**src/rtl/read_request_scheduler_if.sv**
```systemverilog
// Handshake bundle between the read request scheduler, its requesters, the memory
// read port and the read result FIFO.
interface read_request_scheduler_if #(
  parameter int unsigned NUM_REQ = 4,
  parameter int unsigned ADDR_W  = 64,
  parameter int unsigned DATA_W  = 89
);
  logic [NUM_REQ-1:0]        req_valid;
  logic [NUM_REQ*ADDR_W-1:0] req_addr;
  logic [NUM_REQ-1:0]        req_ready;
  logic                      mem_rd_valid;
  logic [ADDR_W-1:0]         mem_rd_addr;
  logic                      mem_rd_ready;
  logic                      fifo_empty;
  logic                      fifo_rd_en;
  logic [DATA_W-1:0]         fifo_dout;
  logic [NUM_REQ-1:0]        rsp_valid;
  logic [DATA_W-1:0]         rsp_data;
  logic [NUM_REQ-1:0]        rsp_ready;
  logic                      err_orphan;

  modport master (
    input  req_valid, req_addr, mem_rd_ready, fifo_empty, fifo_dout, rsp_ready,
    output req_ready, mem_rd_valid, mem_rd_addr, fifo_rd_en, rsp_valid, rsp_data, err_orphan
  );

  modport slave (
    output req_valid, req_addr, mem_rd_ready, fifo_empty, fifo_dout, rsp_ready,
    input  req_ready, mem_rd_valid, mem_rd_addr, fifo_rd_en, rsp_valid, rsp_data, err_orphan
  );
endinterface

```
**src/rtl/read_request_scheduler.sv**
```systemverilog
// Credit-based round-robin scheduler of requester reads onto one memory port; results
// are popped from the shared result FIFO in issue order and routed back by a tag queue.
module read_request_scheduler #(
  parameter int unsigned NUM_REQ = 4,
  parameter int unsigned ID_W    = 2,
  parameter int unsigned ADDR_W  = 64,
  parameter int unsigned DATA_W  = 89,
  parameter int unsigned DEPTH   = 8
) (
  input logic                    clk,
  input logic                    rst_n,
  read_request_scheduler_if.master bus
);
  localparam int unsigned CNT_W = $clog2(DEPTH + 1);
  localparam int unsigned PTR_W = (DEPTH > 1) ? $clog2(DEPTH) : 1;

  typedef enum logic [0:0] {StArb, StHold} state_e;

  state_e            state_q;
  logic [ID_W-1:0]   grant_q, rr_ptr_q, rsp_id_q;
  logic [ADDR_W-1:0] addr_q;
  logic              mem_valid_q;
  logic [CNT_W-1:0]  credits_q, tag_cnt_q;
  logic [PTR_W-1:0]  wr_ptr_q, rd_ptr_q;
  logic [ID_W-1:0]   tag_mem_q [DEPTH];
  logic              pending_q, orphan_q;

  logic              pick_found;
  logic [ID_W-1:0]   pick_idx, cand;
  logic              issue, pop, tag_empty, rsp_accept;
  logic [DATA_W-1:0] rsp_data;

  // First valid requester at or after rr_ptr, wrapping modulo NUM_REQ.
  always_comb begin
    pick_found = 1'b0;
    pick_idx   = '0;
    cand       = '0;
    for (int unsigned k = 0; k < NUM_REQ; k++) begin
      cand = ID_W'((32'(rr_ptr_q) + k) % NUM_REQ);
      if (!pick_found && bus.req_valid[cand]) begin
        pick_found = 1'b1;
        pick_idx   = cand;
      end
    end
  end

  assign issue      = mem_valid_q && bus.mem_rd_ready;
  assign tag_empty  = (tag_cnt_q == '0);
  assign rsp_accept = pending_q && bus.rsp_ready[rsp_id_q];
  assign pop        = !bus.fifo_empty && !tag_empty && (!pending_q || rsp_accept);

  assign bus.mem_rd_valid = mem_valid_q;
  assign bus.mem_rd_addr  = addr_q;
  assign bus.fifo_rd_en   = pop;
  assign rsp_data         = bus.fifo_dout;
  assign bus.rsp_data     = rsp_data;
  assign bus.err_orphan   = orphan_q;

  always_comb begin
    bus.req_ready = '0;
    if (mem_valid_q) bus.req_ready[grant_q] = bus.mem_rd_ready;
  end

  always_comb begin
    bus.rsp_valid = '0;
    if (pending_q) bus.rsp_valid[rsp_id_q] = 1'b1;
  end

  always_ff @(posedge clk) begin
    if (!rst_n) begin
      state_q     <= StArb;
      grant_q     <= '0;
      rr_ptr_q    <= '0;
      addr_q      <= '0;
      mem_valid_q <= 1'b0;
    end else begin
      unique case (state_q)
        StArb: begin
          if (pick_found && credits_q != '0) begin
            grant_q     <= pick_idx;
            addr_q      <= bus.req_addr[32'(pick_idx)*ADDR_W +: ADDR_W];
            mem_valid_q <= 1'b1;
            state_q     <= StHold;
          end
        end
        StHold: begin
          if (bus.mem_rd_ready) begin
            mem_valid_q <= 1'b0;
            rr_ptr_q    <= (grant_q == ID_W'(NUM_REQ - 1)) ? '0 : grant_q + ID_W'(1);
            state_q     <= StArb;
          end
        end
        default: state_q <= StArb;
      endcase
    end
  end

  always_ff @(posedge clk) begin
    if (!rst_n) begin
      credits_q <= CNT_W'(DEPTH);
    end else if (issue && !pop) begin
      credits_q <= credits_q - CNT_W'(1);
    end else if (pop && !issue) begin
      credits_q <= credits_q + CNT_W'(1);
    end
  end

  // Tag storage carries no reset; only the pointers and count define its contents.
  always_ff @(posedge clk) begin
    if (issue) tag_mem_q[wr_ptr_q] <= grant_q;
  end

  always_ff @(posedge clk) begin
    if (!rst_n) begin
      wr_ptr_q  <= '0;
      rd_ptr_q  <= '0;
      tag_cnt_q <= '0;
    end else begin
      if (issue) wr_ptr_q <= (wr_ptr_q == PTR_W'(DEPTH - 1)) ? '0 : wr_ptr_q + PTR_W'(1);
      if (pop)   rd_ptr_q <= (rd_ptr_q == PTR_W'(DEPTH - 1)) ? '0 : rd_ptr_q + PTR_W'(1);
      if (issue && !pop)      tag_cnt_q <= tag_cnt_q + CNT_W'(1);
      else if (pop && !issue) tag_cnt_q <= tag_cnt_q - CNT_W'(1);
    end
  end

  always_ff @(posedge clk) begin
    if (!rst_n) begin
      pending_q <= 1'b0;
      rsp_id_q  <= '0;
      orphan_q  <= 1'b0;
    end else begin
      if (pop) begin
        rsp_id_q  <= tag_mem_q[rd_ptr_q];
        pending_q <= 1'b1;
      end else if (rsp_accept) begin
        pending_q <= 1'b0;
      end
      if (!bus.fifo_empty && tag_empty) orphan_q <= 1'b1;
    end
  end
endmodule

```
**src/flat_wrapper.sv**
```systemverilog
// flat-port wrapper written by rule: the top's interface ports become plain ports
module read_request_scheduler_flat 
#(
  parameter int unsigned NUM_REQ = 4,
  parameter int unsigned ID_W    = 2,
  parameter int unsigned ADDR_W  = 64,
  parameter int unsigned DATA_W  = 89,
  parameter int unsigned DEPTH   = 8
)
  (clk, rst_n, bus_req_valid, bus_req_addr, bus_mem_rd_ready, bus_fifo_empty, bus_fifo_dout, bus_rsp_ready, bus_req_ready, bus_mem_rd_valid, bus_mem_rd_addr, bus_fifo_rd_en, bus_rsp_valid, bus_rsp_data, bus_err_orphan);
  read_request_scheduler_if #(.NUM_REQ(NUM_REQ), .ADDR_W(ADDR_W), .DATA_W(DATA_W)) bus_i ();
  input logic clk;
  input logic rst_n;
  input wire logic [$bits(bus_i.req_valid)-1:0] bus_req_valid;
  input wire logic [$bits(bus_i.req_addr)-1:0] bus_req_addr;
  input wire logic [$bits(bus_i.mem_rd_ready)-1:0] bus_mem_rd_ready;
  input wire logic [$bits(bus_i.fifo_empty)-1:0] bus_fifo_empty;
  input wire logic [$bits(bus_i.fifo_dout)-1:0] bus_fifo_dout;
  input wire logic [$bits(bus_i.rsp_ready)-1:0] bus_rsp_ready;
  output wire logic [$bits(bus_i.req_ready)-1:0] bus_req_ready;
  output wire logic [$bits(bus_i.mem_rd_valid)-1:0] bus_mem_rd_valid;
  output wire logic [$bits(bus_i.mem_rd_addr)-1:0] bus_mem_rd_addr;
  output wire logic [$bits(bus_i.fifo_rd_en)-1:0] bus_fifo_rd_en;
  output wire logic [$bits(bus_i.rsp_valid)-1:0] bus_rsp_valid;
  output wire logic [$bits(bus_i.rsp_data)-1:0] bus_rsp_data;
  output wire logic [$bits(bus_i.err_orphan)-1:0] bus_err_orphan;
  assign bus_i.req_valid = bus_req_valid;
  assign bus_i.req_addr = bus_req_addr;
  assign bus_i.mem_rd_ready = bus_mem_rd_ready;
  assign bus_i.fifo_empty = bus_fifo_empty;
  assign bus_i.fifo_dout = bus_fifo_dout;
  assign bus_i.rsp_ready = bus_rsp_ready;
  assign bus_req_ready = bus_i.req_ready;
  assign bus_mem_rd_valid = bus_i.mem_rd_valid;
  assign bus_mem_rd_addr = bus_i.mem_rd_addr;
  assign bus_fifo_rd_en = bus_i.fifo_rd_en;
  assign bus_rsp_valid = bus_i.rsp_valid;
  assign bus_rsp_data = bus_i.rsp_data;
  assign bus_err_orphan = bus_i.err_orphan;
  read_request_scheduler #(.NUM_REQ(NUM_REQ), .ID_W(ID_W), .ADDR_W(ADDR_W), .DATA_W(DATA_W), .DEPTH(DEPTH)) u_core (.clk(clk), .rst_n(rst_n), .bus(bus_i));
endmodule
```
**config.mk**
```make
export PLATFORM = sky130hd
export DESIGN_NAME = read_request_scheduler_flat
export DESIGN_NICKNAME = d
export VERILOG_FILES = /design/src/rtl/read_request_scheduler_if.sv /design/src/rtl/read_request_scheduler.sv /design/src/flat_wrapper.sv
export SDC_FILE = /design/constraint.sdc
export NUM_CORES = 1
export LEC_CHECK = 0
export CAP_MARGIN = 5
export CORE_AREA = 2 2 204 206
export CTS_CLUSTER_DIAMETER = 150
export DETAILED_ROUTE_END_ITERATION = 10
export DIE_AREA = 0 0 206 208
export PLACE_DENSITY = 0.55
export SLEW_MARGIN = 20
export SYNTH_ARGS = -nofsm -noshare
export SYNTH_HDL_FRONTEND = slang
export SYNTH_SLANG_ARGS = --single-unit
```
**constraint.sdc**
```tcl
create_clock -name clk -period 3 [get_ports clk]
set_clock_uncertainty 0.05 [all_clocks]
set_input_delay 0.3 -clock clk [delete_from_list [all_inputs] [get_ports clk]]
set_output_delay 0.3 -clock clk [all_outputs]
set_load 0.02 [all_outputs]
```
==> impl_metrics.sql <==
INSERT INTO impl_metrics (metric_group, metric, value, unit) VALUES
('synthesis', 'async_reset_ff_frac', '0', ''),
('cells_and_area', 'area_growth', '60.5', '%'),
('critical_path', 'critPathMaxFanout', '6', ''),
('run', 'max_cap_violations', '0', ''),
('clock_tree', 'clk_pin_slew', '0.08', 'ns'),
('critical_path', 'crit_path_start', 'u_core.rsp_id_q[0]', ''),
('cells_and_area', 'num-fill-cells', '4407', ''),
('timing', 'unrepaired_setup_endpoints_after_global_routing', 'false', ''),
('detailed_routing', 'drt.antenna.violating_nets', '0', ''),
('status', 'run_status', 'complete, no violations', ''),
('power_and_ir_drop', 'share_clk_of_total_power', '0.234', ''),
('grt', 'largest_net_degree_at_the_start_of_global_routing', '36', ''),
('cells_and_area', 'nets', '1253', ''),
('critical_path', 'worst-r2r-setup-slack', '0.32', 'ns'),
('detailed_routing', 'num_vias', '5616', ''),
('detailed_routing', 'wl_per_cell', '16.3', 'µm'),
('power_and_ir_drop', 'p_comb_frac', '0.403', ''),
('cells_and_area', 'layout.area.seq', '2240', 'µm²'),
('power_and_ir_drop', 'static-leakage-power', '3.59', 'nW'),
('timing', 'setup_viol_count_final', '0', ''),
('timing', 'relSlewSlack', '0.621', ''),
('detailed_routing', 'drt_iter0_markers', '157', ''),
('timing', 'worstMarginPinSlew', '0.563', 'ns'),
('timing', 'top_achievable_clock_speed', '373', 'MHz'),
('grt', 'initial_antenna_violation_count', '1', ''),
('placement', 'place_congestion', '0.764', ''),
('power_and_ir_drop', 'netSwitchingFraction', '0.342', ''),
('clock_tree', 'cts.sink_count', '104', ''),
('critical_path', 'critical_path.startpoint_type', 'register', ''),
('synthesis', 'post_synthesis_cells', '631', ''),
('detailed_routing', 'via_per_inst', '3.96', ''),
('detailed_routing', 'detailedRoute.firstPassIterationCount', '4', ''),
('clock_tree', 'buffers_from_clock_root_to_sink_at_most', '2', ''),
('grt', 'first_global_vias', '5961', ''),
('grt', 'grt_usage', '0.107', ''),
('floorplanning', 'io_pins', '521', ''),
('placement', 'buffer_ports.inserted', '342', ''),
('critical_path', 'worst-endpoint-required', '3.25', 'ns'),
('worst_hold_path', 'min_path_type', 'register to register', ''),
('clock_tree', 'worst_skew_pair.late_latency', '0.37', 'ns'),
('detailed_routing', 'drc_errors', '0', ''),
('synthesis', 'synthesized_netlist_net_count', '1003', ''),
('clock_tree', 'total_setup_buffers_inserted_after_cts', '0', ''),
('clock_tree', 'cts-root-buf', 'sky130_fd_sc_hd__clkbuf_16', ''),
('critical_path', 'critical_path.endpoint_type', 'register', ''),
('power_and_ir_drop', 'power.density_cell_area', '513', 'nW/µm²'),
('synthesis', 'synth.area.top_cells', 'sky130_fd_sc_hd__dfxtp_1 28%, sky130_fd_sc_hd__mux2i_1 21%, sky130_fd_sc_hd__buf_4 11%, sky130_fd_sc_hd__o221ai_1 9.1%, sky130_fd_sc_hd__edfxtp_1 7.7%', ''),
('synthesis', 'yosysWarningCount', '0', ''),
('synthesis', 'synth_top_area_frac', '0.281', ''),
('critical_path', 'worst-r2r-cell-count', '11', ''),
('timing', 'total_negative_slack', '0', 'ns'),
('cells_and_area', 'most_frequent_standard_cell_in_the_layout_excluding_fill_and_tap_cells', 'sky130_fd_sc_hd__clkdlybuf4s50_1', ''),
('synthesis', 'synth_area_per_cell', '9.93', 'µm²'),
('cells_and_area', 'num_antenna_cells', '0', ''),
('critical_path', 'worst_setup_path_endpoint', 'u_core.tag_cnt_q[3]', ''),
('synthesis', 'synth.distinct_cells', '42', ''),
('grt', 'grt_first_pass_wirelength', '34.5', 'mm'),
('clock_tree', 'tritoncts', 'done', ''),
('synthesis', 'post_synth_edffs', '16', ''),
('placement', 'detailedPlacementHpwl', '18.1', 'mm'),
('cells_and_area', 'multi_input_comb_area', '3140', 'µm²'),
('timing', 'final.period_utilization', '0.893', ''),
('power_and_ir_drop', 'p_int', '3.39', 'mW'),
('synthesis', 'sequential_area_share_after_synthesis', '0.358', ''),
('critical_path', 'critical_path.reg2reg.endpoint', 'u_core.tag_cnt_q[3]', ''),
('cells_and_area', 'layout.cells.most_common_list', '342 x sky130_fd_sc_hd__clkdlybuf4s50_1, 132 x sky130_fd_sc_hd__mux2i_1, 87 x sky130_fd_sc_hd__dfxtp_1', ''),
('synthesis', 'syn-cell-area', '6260', 'µm²'),
('clock_tree', 'tritoncts.num_buffers', '9', ''),
('timing', 'timing_max_transition_violations_final', '0', ''),
('floorplanning', 'design.core.area', '40600', 'µm²'),
('clock_tree', 'htree_levels', '3', '');
-- layout make-up --
class                   instances  area share
clock inverters                 7     0.00622
repair buffers                368       0.365
flip-flops and latches        104       0.223
well taps                     532      0.0662
inverters                      12     0.00448
clock buffers                   9      0.0224
multi-input cells             386       0.313
-- sequential cells by signal (all words and copies together), names as in the netlist --
| signal | flops |
|---|---|
| u_core.bus.err_orphan | 1 |
| u_core.bus.mem_rd_addr | 64 |
| u_core.bus.mem_rd_valid | 1 |
| u_core.credits_q | 4 |
| u_core.grant_q | 2 |
| u_core.pending_q | 1 |
| u_core.rd_ptr_q | 3 |
| u_core.rr_ptr_q | 2 |
| u_core.rsp_id_q | 2 |
| u_core.state_q | 1 |
| u_core.tag_cnt_q | 4 |
| u_core.tag_mem_q | 16 |
| u_core.wr_ptr_q | 3 |
-- worst min-delay path by stage --
stage / start / end / slack [ns] / cells past startpoint
6_report: u_core.bus.mem_rd_addr[13] / u_core.bus.mem_rd_addr[13] / 0.42 / 2
5_1_grt: u_core.bus.mem_rd_addr[26] / u_core.bus.mem_rd_addr[26] / 0.44 / 2
4_1_cts: u_core.bus.mem_rd_addr[18] / u_core.bus.mem_rd_addr[18] / 0.42 / 2
3_5_place_dp: u_core.bus.mem_rd_addr[59] / u_core.bus.mem_rd_addr[59] / 0.40 / 2
3_3_place_gp: u_core.bus.mem_rd_addr[7] / u_core.bus.mem_rd_addr[7] / 0.39 / 2
2_1_floorplan: u_core.tag_cnt_q[3] / u_core.tag_cnt_q[3] / 0.41 / 2
-- cell families after synthesis --
family | Yosys count | share of synthesized area
buf+inv | 141 | 0.145
mux | 137 | 0.229
simple gates | 131 | 0.100
flops | 104 | 0.358
compound gates | 97 | 0.127
fa+ha+maj | 15 | 0.0324
xor+xnor | 6 | 0.00839
-- worst max-delay path, stage by stage, from the launching register on --
cell and delay, ns:
sky130_fd_sc_hd__dfxtp_2 0.38, sky130_fd_sc_hd__mux4_2 0.52, sky130_fd_sc_hd__nor2b_2 0.15, sky130_fd_sc_hd__nand2b_4 0.14, sky130_fd_sc_hd__ha_1 0.16, sky130_fd_sc_hd__inv_1 0.06
sky130_fd_sc_hd__ha_1 0.27, sky130_fd_sc_hd__a21o_1 0.18, sky130_fd_sc_hd__a21oi_1 0.16, sky130_fd_sc_hd__xnor2_1 0.09, sky130_fd_sc_hd__or3_1 0.30, sky130_fd_sc_hd__a21boi_0 0.15
-- timing repair --
action,CTS,global route
endpoints found under the hold margin,0,0
resized for setup,0,2
setup endpoints to repair,0,1
-- cells in the mapped netlist, drive strengths merged, types with 4 or more instances --
| master | number |
|---|---|
| inv | 12 |
| and2 | 5 |
| buf | 117 |
| a21oi | 10 |
| nor2b | 14 |
| a21boi | 5 |
| edfxtp | 16 |
| mux2i | 132 |
| nand2 | 77 |
| and3 | 5 |
| nand2b | 4 |
| ha | 13 |
| nor3 | 6 |
| dfxtp | 88 |
| xnor2 | 5 |
| clkbuf | 12 |
| mux4 | 5 |
| nor2 | 6 |
| o21ai | 6 |
| o221ai | 65 |
-- per-stage QoR --
stage | power, mW | instance area (µm²) | hold slack (ns) | cells | setup slack [ns]
after floorplan | 3.11 | 6260 | 0.414 | 631 | 0.153
after global placement | 3.99 | 9760 | 0.393 | 1402 | 0.00227
after detailed placement | 4.00 | 9760 | 0.399 | 1402 | 0.00650
final | 5.15 | 10100 | 0.415 | 1418 | 0.320
after global routing | 5.49 | 10100 | 0.445 | 1418 | 0.0287
after CTS | 5.27 | 10100 | 0.421 | 1418 | 0.180
-- power by group through the flow --
stage / combinational, mW / sequential (mW) / clock, mW
floorplan: 1.05 / 2.07 / 0
global placement: 2.10 / 1.89 / 0
detailed placement: 2.10 / 1.90 / 0
CTS: 2.11 / 1.87 / 1.28
global route: 2.24 / 1.91 / 1.33
finish: 2.08 / 1.87 / 1.21
-- per-layer routing --
metal  track usage  part of all wire  wire [µm]  vias up
met2         0.183              0.49      11300      289
li1              -                 -          -     2713
met3        0.0484              0.10       2420       20
met4        0.0397             0.024        556        2
met1         0.114              0.38       8860     2592
met5             0           0.00056         13        -
Note: power is estimated with default switching activity, not from simulation.
